--- src/rtl/act_pkg.sv ---
// Shared definitions for the activation pipeline: mode encodings used by the
// lane datapath and the pipeline top.
package act_pkg;

  typedef enum logic [1:0] {
    ACT_BYPASS = 2'd0,
    ACT_RELU   = 2'd1,
    ACT_LEAKY  = 2'd2,
    ACT_CLIP   = 2'd3
  } act_mode_e;

  localparam int MODE_W = 2;

endpackage

--- src/rtl/act_lane.sv ---
// Combinational activation for one signed lane; also flags whether the
// activation changed the value, which feeds the clamp event counter.
module act_lane
  import act_pkg::*;
#(
  parameter int DATA_W     = 8,
  parameter int LEAK_SHIFT = 3
) (
  input  logic signed [DATA_W-1:0] din,
  input  act_mode_e                mode,
  input  logic signed [DATA_W-1:0] clip_max,
  output logic signed [DATA_W-1:0] dout,
  output logic                     altered
);

  logic din_neg;
  logic clip_neg;

  assign din_neg  = din[DATA_W-1];
  assign clip_neg = clip_max[DATA_W-1];

  always_comb begin
    dout = din;
    case (mode)
      ACT_BYPASS: dout = din;
      ACT_RELU: begin
        if (din_neg) dout = '0;
      end
      ACT_LEAKY: begin
        // arithmetic shift floors toward -inf, so -1 stays -1
        if (din_neg) dout = din >>> LEAK_SHIFT;
      end
      ACT_CLIP: begin
        if (din_neg || clip_neg) dout = '0;
        else if (din > clip_max) dout = clip_max;
      end
      default: dout = din;
    endcase
    altered = (dout != din);
  end

endmodule

--- src/rtl/activation_pipe.sv ---
// Two-stage valid/ready activation pipeline (S1 compute, S2 output) across
// CHANNELS lanes, with a saturating count of lanes altered by the activation.
module activation_pipe
  import act_pkg::*;
#(
  parameter int DATA_W     = 8,
  parameter int CHANNELS   = 4,
  parameter int LEAK_SHIFT = 3,
  parameter int CNT_W      = 16
) (
  input  logic                         clock,
  input  logic                         reset,
  input  logic                         in_valid,
  output logic                         in_ready,
  input  logic [DATA_W*CHANNELS-1:0]   in_data,
  input  logic                         in_last,
  input  logic [MODE_W-1:0]            mode,
  input  logic [DATA_W-1:0]            clip_max,
  output logic                         out_valid,
  input  logic                         out_ready,
  output logic [DATA_W*CHANNELS-1:0]   out_data,
  output logic                         out_last,
  output logic [CNT_W-1:0]             clamp_count,
  input  logic                         count_clear
);

  localparam int BUS_W = DATA_W * CHANNELS;
  localparam int AW    = $clog2(CHANNELS + 1);
  localparam int SW    = ((CNT_W > AW) ? CNT_W : AW) + 1;

  logic [BUS_W-1:0]    lane_res;
  logic [CHANNELS-1:0] lane_alt;

  logic                s1_valid;
  logic [BUS_W-1:0]    s1_data;
  logic                s1_last;

  logic                s2_load;
  logic                accept;
  logic [AW-1:0]       alt_cnt;
  logic [SW-1:0]       cnt_sum;
  logic [CNT_W-1:0]    cnt_next;

  for (genvar g = 0; g < CHANNELS; g++) begin : g_lane
    act_lane #(
      .DATA_W     (DATA_W),
      .LEAK_SHIFT (LEAK_SHIFT)
    ) u_lane (
      .din      (in_data[DATA_W*g +: DATA_W]),
      .mode     (act_mode_e'(mode)),
      .clip_max (clip_max),
      .dout     (lane_res[DATA_W*g +: DATA_W]),
      .altered  (lane_alt[g])
    );
  end

  // S1 advances exactly when S2 can take its contents
  assign s2_load  = !out_valid || out_ready;
  assign in_ready = !s1_valid || s2_load;
  assign accept   = in_valid && in_ready;

  always_ff @(posedge clock or negedge reset) begin
    if (!reset) begin
      s1_valid <= 1'b0;
      s1_data  <= '0;
      s1_last  <= 1'b0;
    end else if (in_ready) begin
      s1_valid <= in_valid;
      if (in_valid) begin
        s1_data <= lane_res;
        s1_last <= in_last;
      end
    end
  end

  always_ff @(posedge clock or negedge reset) begin
    if (!reset) begin
      out_valid <= 1'b0;
      out_data  <= '0;
      out_last  <= 1'b0;
    end else if (s2_load) begin
      out_valid <= s1_valid;
      if (s1_valid) begin
        out_data <= s1_data;
        out_last <= s1_last;
      end
    end
  end

  always_comb begin
    alt_cnt = '0;
    for (int i = 0; i < CHANNELS; i++) begin
      alt_cnt = alt_cnt + AW'(lane_alt[i]);
    end
    cnt_sum  = SW'(clamp_count) + SW'(alt_cnt);
    cnt_next = (cnt_sum > SW'({CNT_W{1'b1}})) ? {CNT_W{1'b1}} : cnt_sum[CNT_W-1:0];
  end

  always_ff @(posedge clock or negedge reset) begin
    if (!reset) begin
      clamp_count <= '0;
    end else if (count_clear) begin
      clamp_count <= '0;
    end else if (accept) begin
      clamp_count <= cnt_next;
    end
  end

endmodule

--- config.mk ---
export PLATFORM = sky130hd
export DESIGN_NAME = activation_pipe
export DESIGN_NICKNAME = d
export VERILOG_FILES = /design/src/rtl/act_pkg.sv /design/src/rtl/act_lane.sv /design/src/rtl/activation_pipe.sv
export SDC_FILE = /design/constraint.sdc
export NUM_CORES = 1
export LEC_CHECK = 0
export BUFFER_PORTS_ARGS = -buffer_cell sky130_fd_sc_hd__buf_4
export CAP_MARGIN = 40
export CELL_PAD_IN_SITES_DETAIL_PLACEMENT = 0
export CELL_PAD_IN_SITES_GLOBAL_PLACEMENT = 1
export CORE_MARGIN = 2
export CORE_UTILIZATION = 30
export CTS_BUF_LIST = sky130_fd_sc_hd__clkbuf_2 sky130_fd_sc_hd__clkbuf_4 sky130_fd_sc_hd__clkbuf_8
export CTS_CLUSTER_SIZE = 40
export DETAILED_ROUTE_END_ITERATION = 7
export PLACE_DENSITY_LB_ADDON = 0.3
export SLEW_MARGIN = 15
export SYNTH_ARGS = -nofsm -noshare
export SYNTH_HDL_FRONTEND = slang
export SYNTH_HIERARCHICAL = 1
export SYNTH_SLANG_ARGS = --single-unit
--- constraint.sdc ---
create_clock -name clock -period 4.04 [get_ports clock]
set_input_delay 0.808 -clock clock [delete_from_list [all_inputs] [get_ports clock]]
set_output_delay 0.808 -clock clock [all_outputs]
set_load 0.05 [all_outputs]
# ---- Yosys cells after proc, flatten, opt, wreduce, memory -nomap -nowiden
# Index checks and enable logic that the tools add are counted.
dict set report word_totals {
  out_inout_bits 51
  input_bits 48
  regBits 84
}
dict set report classes {
  mux 23
  eq_ne 7
  n_lt_le_gt_ge 5
  n_reduce_logical 13
  n_addsub 4
}
# operator count
set ops {}
lappend ops {{$pmux W8 S4} 4}
lappend ops {{$mux W8} 12}
lappend ops {{$mux W16} 3}
lappend ops {{$gt A8 B8 Y1} 4}
lappend ops {{$ne A8 B8 Y1} 4}
lappend ops {{$mux W7} 4}
lappend ops {{$add A16 B3 Y17} 1}
lappend ops {{$gt A17 B16 Y1 const B} 1}
lappend ops {{$logic_or A1 B1 Y1} 6}
lappend ops {{$eq A2 B2 Y1 const B} 2}
lappend ops {{$reduce_and A2 Y1} 2}
lappend ops {{$add A2 B1 Y3} 1}
lappend ops {{$add A3 B1 Y3} 1}
lappend ops {{$add A1 B1 Y2} 1}
lappend ops {{$eq A2 B1 Y1 const B} 1}
lappend ops {{$logic_not A1 Y1} 2}
lappend ops {{$logic_not A2 Y1} 1}
lappend ops {{$reduce_bool A2 Y1} 1}
lappend ops {{$logic_and A1 B1 Y1} 1}

# ---- Logic depth before layout (Yosys ltp)
dict set report depth {
  word_depth 13
  mapped_depth 17
}

# ---- Hierarchy
# The synthesis kept the hierarchy.
# module seq_area_each_um2 n_inst cells_each area_each_um2
set modules_own_cells {}
lappend modules_own_cells {act_lane 0.0 4 132 933.4}
lappend modules_own_cells {activation_pipe 2102.0 1 315 3525.9}

# ---- Least setup slack after synthesis
# Ideal clock, no wire load.
dict set report synth_timing {
  kind {input-to-reg}
  from {input in_data[7]}
  to {register clamp_count[9]}
  required_ns 3.974
  setup_time_ns 0.066
  stages 17
  t_arrival_ns 4.481
  setup_slack_ns -0.507
  cell_sequence {inv_1 -> ha_1 -> o21bai_2 -> o2111ai_2 -> o221ai_4 -> buf_6 -> o2111ai_1 -> fa_1 -> inv_1 -> fa_1 -> inv_1 -> fa_1 -> nand4_4 -> or4_4 -> buf_6 -> a41oi_2 -> o21a_1}
}
dict set report synth_between {
  elab_chain_len 13
}
# item line
set synth_lines {}
lappend synth_lines {{start: declaration} activation_pipe.sv:15} ;# input logic [DATA_W*CHANNELS-1:0] in_data,
lappend synth_lines {{$gt A8 B8 Y1} act_lane.sv:35} ;# else if (din > clip_max) dout = clip_max;
lappend synth_lines {{$mux W8} act_lane.sv:35}
lappend synth_lines {{$mux W8} act_lane.sv:34} ;# if (din_neg || clip_neg) dout = '0;
lappend synth_lines {{$pmux W8 S4} act_lane.sv:24} ;# case (mode)
lappend synth_lines {{$ne A8 B8 Y1 (*)} act_lane.sv:39} ;# altered = (dout != din);
lappend synth_lines {{named net lane_alt[0]} activation_pipe.sv:32} ;# logic [CHANNELS-1:0] lane_alt;
lappend synth_lines {{$add A1 B1 Y2 (*)} activation_pipe.sv:93} ;# alt_cnt = alt_cnt + AW'(lane_alt[i]);
lappend synth_lines {{$add A2 B1 Y3 (*)} activation_pipe.sv:93}
lappend synth_lines {{$add A3 B1 Y3 (*)} activation_pipe.sv:93}
lappend synth_lines {{$add A16 B3 Y17 (*)} activation_pipe.sv:95} ;# cnt_sum = SW'(clamp_count) + SW'(alt_cnt);
lappend synth_lines {{$gt A17 B16 Y1} activation_pipe.sv:96} ;# cnt_next = (cnt_sum > SW'({CNT_W{1'b1}})) ? {CNT_W{1'b1}} : cnt_sum[CNT_W-1:0];
lappend synth_lines {{$mux W16 (*)} activation_pipe.sv:96}
lappend synth_lines {{$mux W16 (*)} activation_pipe.sv:104} ;# end else if (accept) begin
lappend synth_lines {{$mux W16 (*)} activation_pipe.sv:102} ;# end else if (count_clear) begin
lappend synth_lines {{end signal: assignment} activation_pipe.sv:105} ;# clamp_count <= cnt_next;
lappend synth_lines {{end: declaration} activation_pipe.sv:23} ;# output logic [CNT_W-1:0] clamp_count,
# The timed path passes the listed nets; every way through them passes the cells marked *. The select of a mux whose other input is x is not followed.
# A chain may end at the register's enable or synchronous reset.

# ---- Worst setup path after layout
# Same ends and word-level chain as after synthesis.

==> results.md <==
* Row cnt at 56
* Starting Density at 0.307
* Pleak at approximately 0.0048 uW
* Clk_skew at 0.0137 ns
* Area after DPL at 0.00957 sq mm
* Boundary pin count at around 100
* Port Buffers at between 90 and 100
* First-pass DRT Iterations at 5
* Nets at 1182
* Overall routed net length at 24.4 mm
* DRT antenna net count at 0
* Area delta synth->final at 39.2%
* Worst-margin pin slew at around 0.8 ns
* Hold Crit Class: input pin to async pin
* CP Max Fanout at 7
* Critical R2R Capture: clamp_count[9]
* Placed wire-length estimate at 18.6 mm
* Critical path start-end classification: input pin to register
* Yosys warnings at 6
* Final Non-Filler Cells at 1418
* Crit-path slowest cell: or4_4
* GPL Wtd Cong at 0.929
* Vias in the first global route at 7282
* Vias post-DR at around 7400
* Post-synth top flop: dfrtp_1
* All-Layer GR Usage at 0.194
* Outcome: finished, violations left
* First-pass GRT wire length at 40.1 mm
* DR WL/cell at 17.2 um
* WP depth at 18
* Final hold violations at 0
* Max cap viols at 0
* Async set-or-reset flop fraction in the synthesized netlist at 1.00
* Die area at about 0.025 sq mm
* Residual DRC at 0
* Mean Syn Cell Area at 8.61 sq um
* CP delay by family, top: adder cells
* Yosys top cell area share at 0.290
* Layout cells sized above 1 at 0.381
* PwrDens at 327 mW/mm^2
* H-tree levels at 3
* CTS Buf Count at 9
* Violated checks: setup timing
* Crit path capture: clamp_count[9]
* Worst IR Drop VDD at 0.000165 V
* Final setup fails at 5
* Die height at 160 um
* Worst endpoint required time at 4.37 ns
* First-iteration detailed-routing DRC count at ~550
* Grt ovf at 0
* Worst Setup End Kind: register
* Clock Root Buffer: clkbuf_8
* Final period demand of the worst path at 4.10 ns
* Hold-fix buffers, CTS at 0
* Worst setup margin at -0.0566 ns
* Register area share after synthesis at 0.290
* Cell count after synthesis at 843
* Syn nets at between 900 and 1000
* Worst-Skew Late Latency at 0.38 ns
* Relative slew slack at 0.451
* Worst setup path startpoint: in_data[7]
* Arr. time, crit path at 4.43 ns
* Largest net degree at the start of global routing at 44
* Syn Std Cell Area at 0.00726 sq mm
* Vias per Instance at 5.19
* Unique masters post-synth at 70
* Sink Count at 84
* CTS max path bufs at 2
* Finished Core Util at 0.428
* CP peak stage delay at 0.56 ns
* Top post-synthesis cells by area: dfrtp_1 29%, nand2_1 6.8%, ha_1 6.4%, mux2_2 5.1%, a21oi_1 4.3%
* Post-synth EDFFs at 0
* Antenna diode count at 0
* Dpl ws at -0.593 ns
* Final period util at 1.01
* Max Fclk at roughly 240 MHz
* CTS tree: built
* R2r setup slk at 1.13 ns
* Startpoint types: input pin
* WP buf/inv at 6
* Crit-path cells: buf_12, buf_4, buf_4, nand2_1, o21ai_1, a32o_1, nor4_4, o2111ai_4, fa_1, inv_1, fa_2, inv_2, fa_2, nand4_4, or4_4, buf_12, a41oi_2, o21a_1
* Placed insts at around 1400
* Initial antenna violation count at 0
* Final slew viol count at 0
* Die X at 160 um
* Reg2Reg Launch Point: clamp_count[0]
* R2R depth at 10
* Core Area at about 0.024 sq mm
* Yosys reg bits at 84
* Area leader, netlist: dfrtp_1
* Final instance area at 0.0101 sq mm
* Worst-path clk slew at 0.10 ns
* RSZ-0062 raised after global routing: yes
[report_power, final]
group	switching [uW]	total (uW)	internal, uW
clock network	355	712	358
registers	94.2	1080	985
logic	896	1510	615
total	1340	3300	1960
[cell usage after synthesis, types with 5 or more instances]
library cell / n
a2111oi_2: 8
a21o_1: 12
a21oi_1: 62
a2bb2oi_1: 32
a31oi_1: 6
and3_1: 9
and4_1: 8
buf_1: 5
buf_2: 20
buf_4: 8
buf_6: 10
clkbuf_1: 6
dfrtp_1: 84
ha_1: 37
inv_1: 64
mux2_2: 33
nand2_1: 131
nand2b_1: 26
nand3_1: 14
nor2_1: 20
nor2b_1: 14
nor3_1: 7
nor4_1: 9
o2111ai_1: 8
o21ai_0: 35
o21ai_1: 32
o21bai_1: 8
o2bb2ai_1: 8
[cells in the final DEF, fill, tap and decap left out, types with 12 or more instances in the layout]
cell type  count
mux2_2        33
o21ai_1       35
a2bb2oi_1     32
inv_1         58
nand2b_1      26
o21ai_0       31
nor2_1        20
dfrtp_1       84
buf_4        275
nand2_1      130
nand3_1       14
a21oi_1       60
ha_1          34
nor2b_1       14
a21o_1        12
[flip-flops by register name, indices dropped and copies added, names as in the netlist]
name	flops
clamp_count	16
out_data	32
out_last	1
out_valid	1
s1_data	32
s1_last	1
s1_valid	1
[cell type report]
cell class | instances | area (sq um)
fill | 2404 | 13500
clock inverter | 7 | 110
multi-input combinational | 645 | 4820
timing repair buffer | 290 | 2300
clock buffer | 9 | 124
sequential | 84 | 2100
inverter | 64 | 250
tap | 319 | 399
[logic make-up (layout without fill, tap and decap cells)]
group,count (synthesis),count (layout),share of synthesized area
compound gates,293,293,0.307
xor+xnor,4,4,0.00483
buf+inv,114,370,0.0776
fa+ha+maj,40,40,0.0720
mux,37,37,0.0567
simple gates,271,271,0.193
flops,84,84,0.290
[worst register-to-register path, stage by stage (launching register included)]
cell	delay (ns)
dfrtp_1	0.47
fa_1	0.57
inv_1	0.05
fa_2	0.35
inv_2	0.07
fa_2	0.23
nand4_4	0.08
or4_4	0.56
buf_12	0.17
a41oi_2	0.17
o21a_1	0.13
[worst min-delay path by stage]
stage / to / slack, ns / depth (start not counted)
finish: clamp_count[14] / 0.36 / 1
global route: clamp_count[12] / 0.38 / 1
CTS: clamp_count[12] / 0.36 / 1
detailed placement: s1_data[5] / 0.46 / 2
global placement: s1_data[4] / 0.46 / 2
floorplan: s1_last / 0.44 / 2
[stage by stage]
step	total power, uW	TNS [ns]	hold slack [ns]
5_1_grt	3510	-2.62	0.382
4_1_cts	3330	-0.299	0.364
2_1_floorplan	2020	-4.12	0.442
6_report	3300	-0.168	0.360
3_3_place_gp	2560	-6.93	0.457
3_5_place_dp	2580	-7.90	0.463
[metal layers]
metal,GRT usage,part of all wire,vias to the layer above
met2,0.320,0.47,175
met4,0.0566,0.017,0
li1,-,-,3609
met3,0.0221,0.041,25
met1,0.266,0.47,3544
met5,0,0,-
[what timing repair did]
item,in CTS,in global routing
buffers inserted,3,5
pin swaps,21,16
endpoints found under the setup margin,13,15
gates cloned,1,0
hold endpoints to repair,0,0
gates resized for setup,34,11
No activity file was read; power rests on OpenSTA's default activity.
